`src/rtl/stage_4.sv`:
```
// rtl/stage_4.sv - commit/output stage: TX and RX commit FIFOs, drop counting, sticky overflow (optional drop counters: STAGE_4_DROP_CNT_EN)
module stage_4 #(
  parameter int data_size  = 32,
  parameter int tag_size   = 8,
  parameter int fifo_depth = 4,
  parameter int cnt_width  = 8
) (
  input  logic                          clk,
  input  logic                          reset,
  input  logic [1:0]                    opcode_in,
  input  logic                          soft_error_in,
  input  logic [data_size+tag_size-1:0] tx_data_plus_tag_in,
  input  logic                          tag_match_in,
  input  logic [data_size-1:0]          rx_data_in,
  output logic                          net_tx_valid,
  output logic [data_size+tag_size-1:0] net_tx_data,
  input  logic                          net_tx_ready,
  output logic                          host_rx_valid,
  output logic [data_size-1:0]          host_rx_data,
  input  logic                          host_rx_ready,
  output logic                          tx_full,
  output logic                          rx_full,
  output logic                          overflow,
  output logic [cnt_width-1:0]          tx_drop_cnt,
  output logic [cnt_width-1:0]          rx_drop_cnt
);

  localparam int aw = $clog2(fifo_depth);
  localparam int tw = data_size + tag_size;

  localparam logic [1:0] op_tx    = 2'b01;
  localparam logic [1:0] op_rx    = 2'b10;
  localparam logic [1:0] op_flush = 2'b11;

  // Storage is deliberately not reset; empty FIFOs mask their heads to zero.
  logic [tw-1:0]        tx_mem [fifo_depth];
  logic [data_size-1:0] rx_mem [fifo_depth];

  // One extra pointer bit distinguishes full from empty when the indices match.
  logic [aw:0] tx_wr, tx_rd, rx_wr, rx_rd;

  logic tx_empty, rx_empty;
  logic tx_push_req, rx_push_req;
  logic tx_push, rx_push;
  logic tx_pop, rx_pop;
  logic flush;

  assign tx_empty = (tx_wr == tx_rd);
  assign rx_empty = (rx_wr == rx_rd);
  assign tx_full  = (tx_wr[aw] != tx_rd[aw]) && (tx_wr[aw-1:0] == tx_rd[aw-1:0]);
  assign rx_full  = (rx_wr[aw] != rx_rd[aw]) && (rx_wr[aw-1:0] == rx_rd[aw-1:0]);

  assign flush       = (opcode_in == op_flush);
  assign tx_push_req = (opcode_in == op_tx) && !soft_error_in;
  assign rx_push_req = (opcode_in == op_rx) && tag_match_in;

  // A full FIFO rejects the push even if its head leaves on the same edge.
  assign tx_push = tx_push_req && !tx_full;
  assign rx_push = rx_push_req && !rx_full;
  assign tx_pop  = !tx_empty && net_tx_ready;
  assign rx_pop  = !rx_empty && host_rx_ready;

  assign net_tx_valid  = !tx_empty;
  assign host_rx_valid = !rx_empty;
  assign net_tx_data   = tx_empty ? '0 : tx_mem[tx_rd[aw-1:0]];
  assign host_rx_data  = rx_empty ? '0 : rx_mem[rx_rd[aw-1:0]];

  // Write accepted words into FIFO storage.
  always_ff @(posedge clk) begin
    if (tx_push) tx_mem[tx_wr[aw-1:0]] <= tx_data_plus_tag_in;
    if (rx_push) rx_mem[rx_wr[aw-1:0]] <= rx_data_in;
  end

  // Advance FIFO pointers; flush drops everything buffered, including a same-cycle pop.
  always_ff @(posedge clk or negedge reset) begin
    if (!reset) begin
      tx_wr <= '0;
      tx_rd <= '0;
      rx_wr <= '0;
      rx_rd <= '0;
    end else if (flush) begin
      tx_rd <= tx_wr;
      rx_rd <= rx_wr;
    end else begin
      if (tx_push) tx_wr <= tx_wr + 1'b1;
      if (tx_pop)  tx_rd <= tx_rd + 1'b1;
      if (rx_push) rx_wr <= rx_wr + 1'b1;
      if (rx_pop)  rx_rd <= rx_rd + 1'b1;
    end
  end

  // Sticky flag: set whenever a valid commit finds its FIFO full.
  always_ff @(posedge clk or negedge reset) begin
    if (!reset) begin
      overflow <= 1'b0;
    end else if ((tx_push_req && tx_full) || (rx_push_req && rx_full)) begin
      overflow <= 1'b1;
    end
  end

`ifdef STAGE_4_DROP_CNT_EN
  logic [cnt_width-1:0] tx_drop_q, rx_drop_q;

  // Saturating counts of TX soft-error drops and RX tag-mismatch drops.
  always_ff @(posedge clk or negedge reset) begin
    if (!reset) begin
      tx_drop_q <= '0;
      rx_drop_q <= '0;
    end else begin
      if ((opcode_in == op_tx) && soft_error_in && (tx_drop_q != '1))
        tx_drop_q <= tx_drop_q + 1'b1;
      if ((opcode_in == op_rx) && !tag_match_in && (rx_drop_q != '1))
        rx_drop_q <= rx_drop_q + 1'b1;
    end
  end

  assign tx_drop_cnt = tx_drop_q;
  assign rx_drop_cnt = rx_drop_q;
`else
  assign tx_drop_cnt = '0;
  assign rx_drop_cnt = '0;
`endif

endmodule

```
`config.mk`:
```
export PLATFORM = sky130hd
export DESIGN_NAME = stage_4
export DESIGN_NICKNAME = d
export VERILOG_FILES = /design/src/rtl/stage_4.sv
export SDC_FILE = /design/constraint.sdc
export NUM_CORES = 1
export LEC_CHECK = 0
export BUFFER_PORTS_ARGS = -buffer_cell sky130_fd_sc_hd__buf_4
export CAP_MARGIN = 5
export CORE_ASPECT_RATIO = 0.7
export CORE_MARGIN = 2
export CORE_UTILIZATION = 60
export CTS_BUF_LIST = sky130_fd_sc_hd__clkbuf_8
export CTS_CLUSTER_DIAMETER = 80
export DETAILED_ROUTE_END_ITERATION = 8
export PLACE_DENSITY = 0.93
export SYNTH_ARGS = -nofsm -noshare
export SYNTH_HDL_FRONTEND = slang
export SYNTH_SLANG_ARGS = --single-unit
```
`constraint.sdc`:
```
create_clock -name clk -period 4.5 [get_ports clk]
set_clock_uncertainty 0.15 [all_clocks]
set_input_delay 0.225 -clock clk [delete_from_list [all_inputs] [get_ports clk]]
set_output_delay 0.225 -clock clk [all_outputs]
set_load 0.01 [all_outputs]
```
==> results by group <==
Outcome
  – Status: complete, no violations

Global routing
  – Initial antenna violation count: 1
  – GRT overflow: 0
  – Total track usage: between 20% and 30%
  – Number of global-route vias before repair: between 6000 and 7000
  – Largest net degree at the start of global routing: 44
  – First-pass GRT wire length: 37600 um

Yosys
  – Syn Area/Cell: around 21 um^2
  – Synth area leaders: edfxtp_1 (72%), mux4_2 (14%), and2_1 (3.9%), dfrtp_1 (2.7%), buf_4 (1.1%)
  – Post-synth top area cell: edfxtp_1
  – Ys Warns: 0
  – Post-synthesis cell type count: 31
  – Synthesized flop and latch total: approximately 300
  – Post-Syn Area: roughly 12000 um^2
  – Sequential element share of the synthesized area: between 70 and 80%
  – Yosys top cell area share: 72.1%
  – Syn Inst Count: 569

Setup path
  – Critical path class: flop to primary output
  – Setup crit end kind: primary output
  – Worst-path maximum fanout: 33
  – Worst Setup Start Kind: flop
  – CP endpoint: host_rx_data[11]
  – Arr. time, crit path: roughly 2900 ps
  – Slowest cell on the critical path: nand3_1
  – Crit-path cells: xnor2_2 > nand3_1 > and2_1 > buf_4
  – Crit path depth: 4
  – CP required: 4120 ps
  – Family with the most delay on the worst path: simple AND/OR/NAND/NOR gates
  – Largest stage delay, worst path: slightly below 900 ps
  – Worst Setup SP: rx_wr[1]
  – Crit path buf inv count: 1
  – Worst R2R End: tx_mem[2][32]
  – R2r setup slk: 1520 ps
  – Register-to-Register Path Depth: 3
  – Worst r2r src: tx_rd[0]

STA
  – Min Hold Slack: between 70 and 80 ps
  – Slew Limit Fails: 0
  – Final hold violations: 0
  – Slew headroom: 26.8%
  – Setup TNS Final: 0 ps
  – RSZ-0062 raised after global routing: false
  – Final setup violation count: 0
  – Worst-margin pin slew: roughly 1100 ps
  – Peak Freq: around 0.3 GHz
  – Tcrit/Tclk final: 72.8%
  – Minimum clock period: between 3000 and 4000 ps

Drt
  – Vias per cell: approximately 5.5
  – Post-route ant nets: 0
  – WL/cell: approximately 21 um
  – Final WL: between 20000 and 25000 um
  – Number of remaining DRC errors: 0
  – DRT iter0 DRCs: 393
  – Via count: ~6300
  – Pre-antenna DRT Iters: 5

Finish
  – Area delta synth->final: 24.4%
  – Share of cells above drive strength 1: ~36%
  – Commonest non-fill, non-tap cell in the layout: edfxtp_1
  – Commonest cells after routing, fill and taps aside: edfxtp_1 (288), buf_4 (164), dlygate4sd3_1 (82)
  – # nets final: between 900 and 1000
  – Fillers: between 1000 and 1500

Place
  – DPL Wire Length: approximately 14000 um
  – Routability cong.: about 0.78
  – PortBufs: between 150 and 200

Clock network
  – Deepest clock path buffer count: 3
  – H-tree Lvls: 2
  – Worst-skew pair later-pin latency: between 500 and 600 ps
  – CTS tree: done
  – Clock transition at the registers of the reported paths: approximately 70 ps
  – Clock sink count: around 300
  – Root Driver: clkbuf_8
  – Cts repair resizes: 0
  – CTS buffer count: 44

Pwr
  – Max VDD drop: between 0.4 and 0.5 mV
  – Pwr per Cell Area: ~600 nW/um^2
  – P_leak: about 5.3 nW

Floorplanning
  – Row count: 43
  – Initial core utilization: 60.9%
  – Die area: around 21000 um^2
  – Core Region: between 15000 and 20000 um^2
  – Die width: roughly 170 um
  – Die height: 122 um
  – I/O pin cnt: around 170

Worst hold path
  – Hold Crit Class: input pin to flop

Flow run
  – Max_cap viols: 0
-- cells in the mapped netlist --
cell type,instances
edfxtp_1,288
and2_1,75
mux4_2,72
buf_4,18
dfrtp_1,13
nand2_1,13
buf_2,11
ha_1,10
buf_6,7
xnor2_1,7
inv_1,6
clkbuf_1,5
xnor2_2,5
a31oi_1,4
and2_2,4
nor2_1,4
o21ai_1,4
a31oi_2,2
a31oi_4,2
and2_4,2
nand2b_1,2
nand3_1,2
nor3_1,2
o21ai_0,2
xor2_1,2
xor2_2,2
buf_1,1
conb_1,1
nand3b_1,1
or3_1,1
or3b_4,1
-- how the worst min path moves through the flow --
stage	start	endpoint	cells past startpoint
floorplan	reset	overflow	0
global placement	reset	tx_rd[2]	1
detailed placement	reset	tx_wr[2]	1
CTS	tag_match_in	rx_wr[0]	4
global route	tag_match_in	rx_wr[0]	4
finish	tag_match_in	rx_wr[0]	4
-- flip-flops by register name (all words and copies together), names as in the netlist --
name      count
overflow      1
rx_mem      128
rx_rd         3
rx_wr         3
tx_mem      160
tx_rd         3
tx_wr         3
-- cells by family after synthesis --
group | after synthesis | share of synthesized area (%)
other cells | 1 | 0.0313
compound gates | 14 | 1.02
buf+inv | 48 | 2.62
xor+xnor | 16 | 1.61
fa+ha+maj | 10 | 1.04
simple gates | 107 | 5.32
mux | 72 | 13.5
flops | 301 | 74.8
-- through the flow --
| stage | utilization (%) | cell area [um^2] | worst slack [ps] | cells | power, W |
|---|---|---|---|---|---|
| after floorplan | - | 12000 | 2170 | 584 | 0.00566 |
| after global placement | 67.7 | 13300 | 1650 | 976 | 0.00689 |
| after detailed placement | 67.7 | 13300 | 1530 | 976 | 0.00703 |
| after CTS | 75.8 | 14900 | 1170 | 1136 | 0.00901 |
| after global routing | 75.8 | 14900 | 1000 | 1137 | 0.00943 |
| final | 75.8 | 14900 | 1230 | 1137 | 0.00899 |
-- report_power, final --
group	internal, W	switching [W]	total, W
Clock	0.000948	0.000987	0.00194
Sequential	0.00330	0.000182	0.00348
Combinational	0.00187	0.00171	0.00357
-- cell type report --
class / instances / area (um^2) / area share, %
clock buffers: 46 / 633 / 4.24
clock inverters: 32 / 135 / 0.906
multi-input cells: 235 / 2760 / 18.5
well taps: 270 / 338 / 2.26
diodes: 1 / 2.50 / 0.0168
repair buffers: 246 / 2050 / 13.8
inverters: 6 / 22.5 / 0.151
flip-flops and latches: 301 / 8980 / 60.2
-- worst min-delay path, delay by kind of cell --
kind | cells | cell delay [ps]
simple gates | 1 | 160
xor+xnor | 1 | 130
buf+inv | 1 | 110
compound gates | 1 | 80
-- metal layers --
metal | global-route usage [%] | wire length [um] | vias to the layer above
met5 | 0 | 0 | -
met4 | 8.58 | 634 | 0
met3 | 4.46 | 1240 | 55
met2 | 40.4 | 12900 | 258
met1 | 30.4 | 9630 | 3232
li1 | - | - | 2756
-- timing repair --
item,4_1_cts,5_1_grt
setup buffers,0,0
hold buffers,82,0
endpoints found under the hold margin,309,0
No activity file was read; power rests on OpenSTA's default activity.
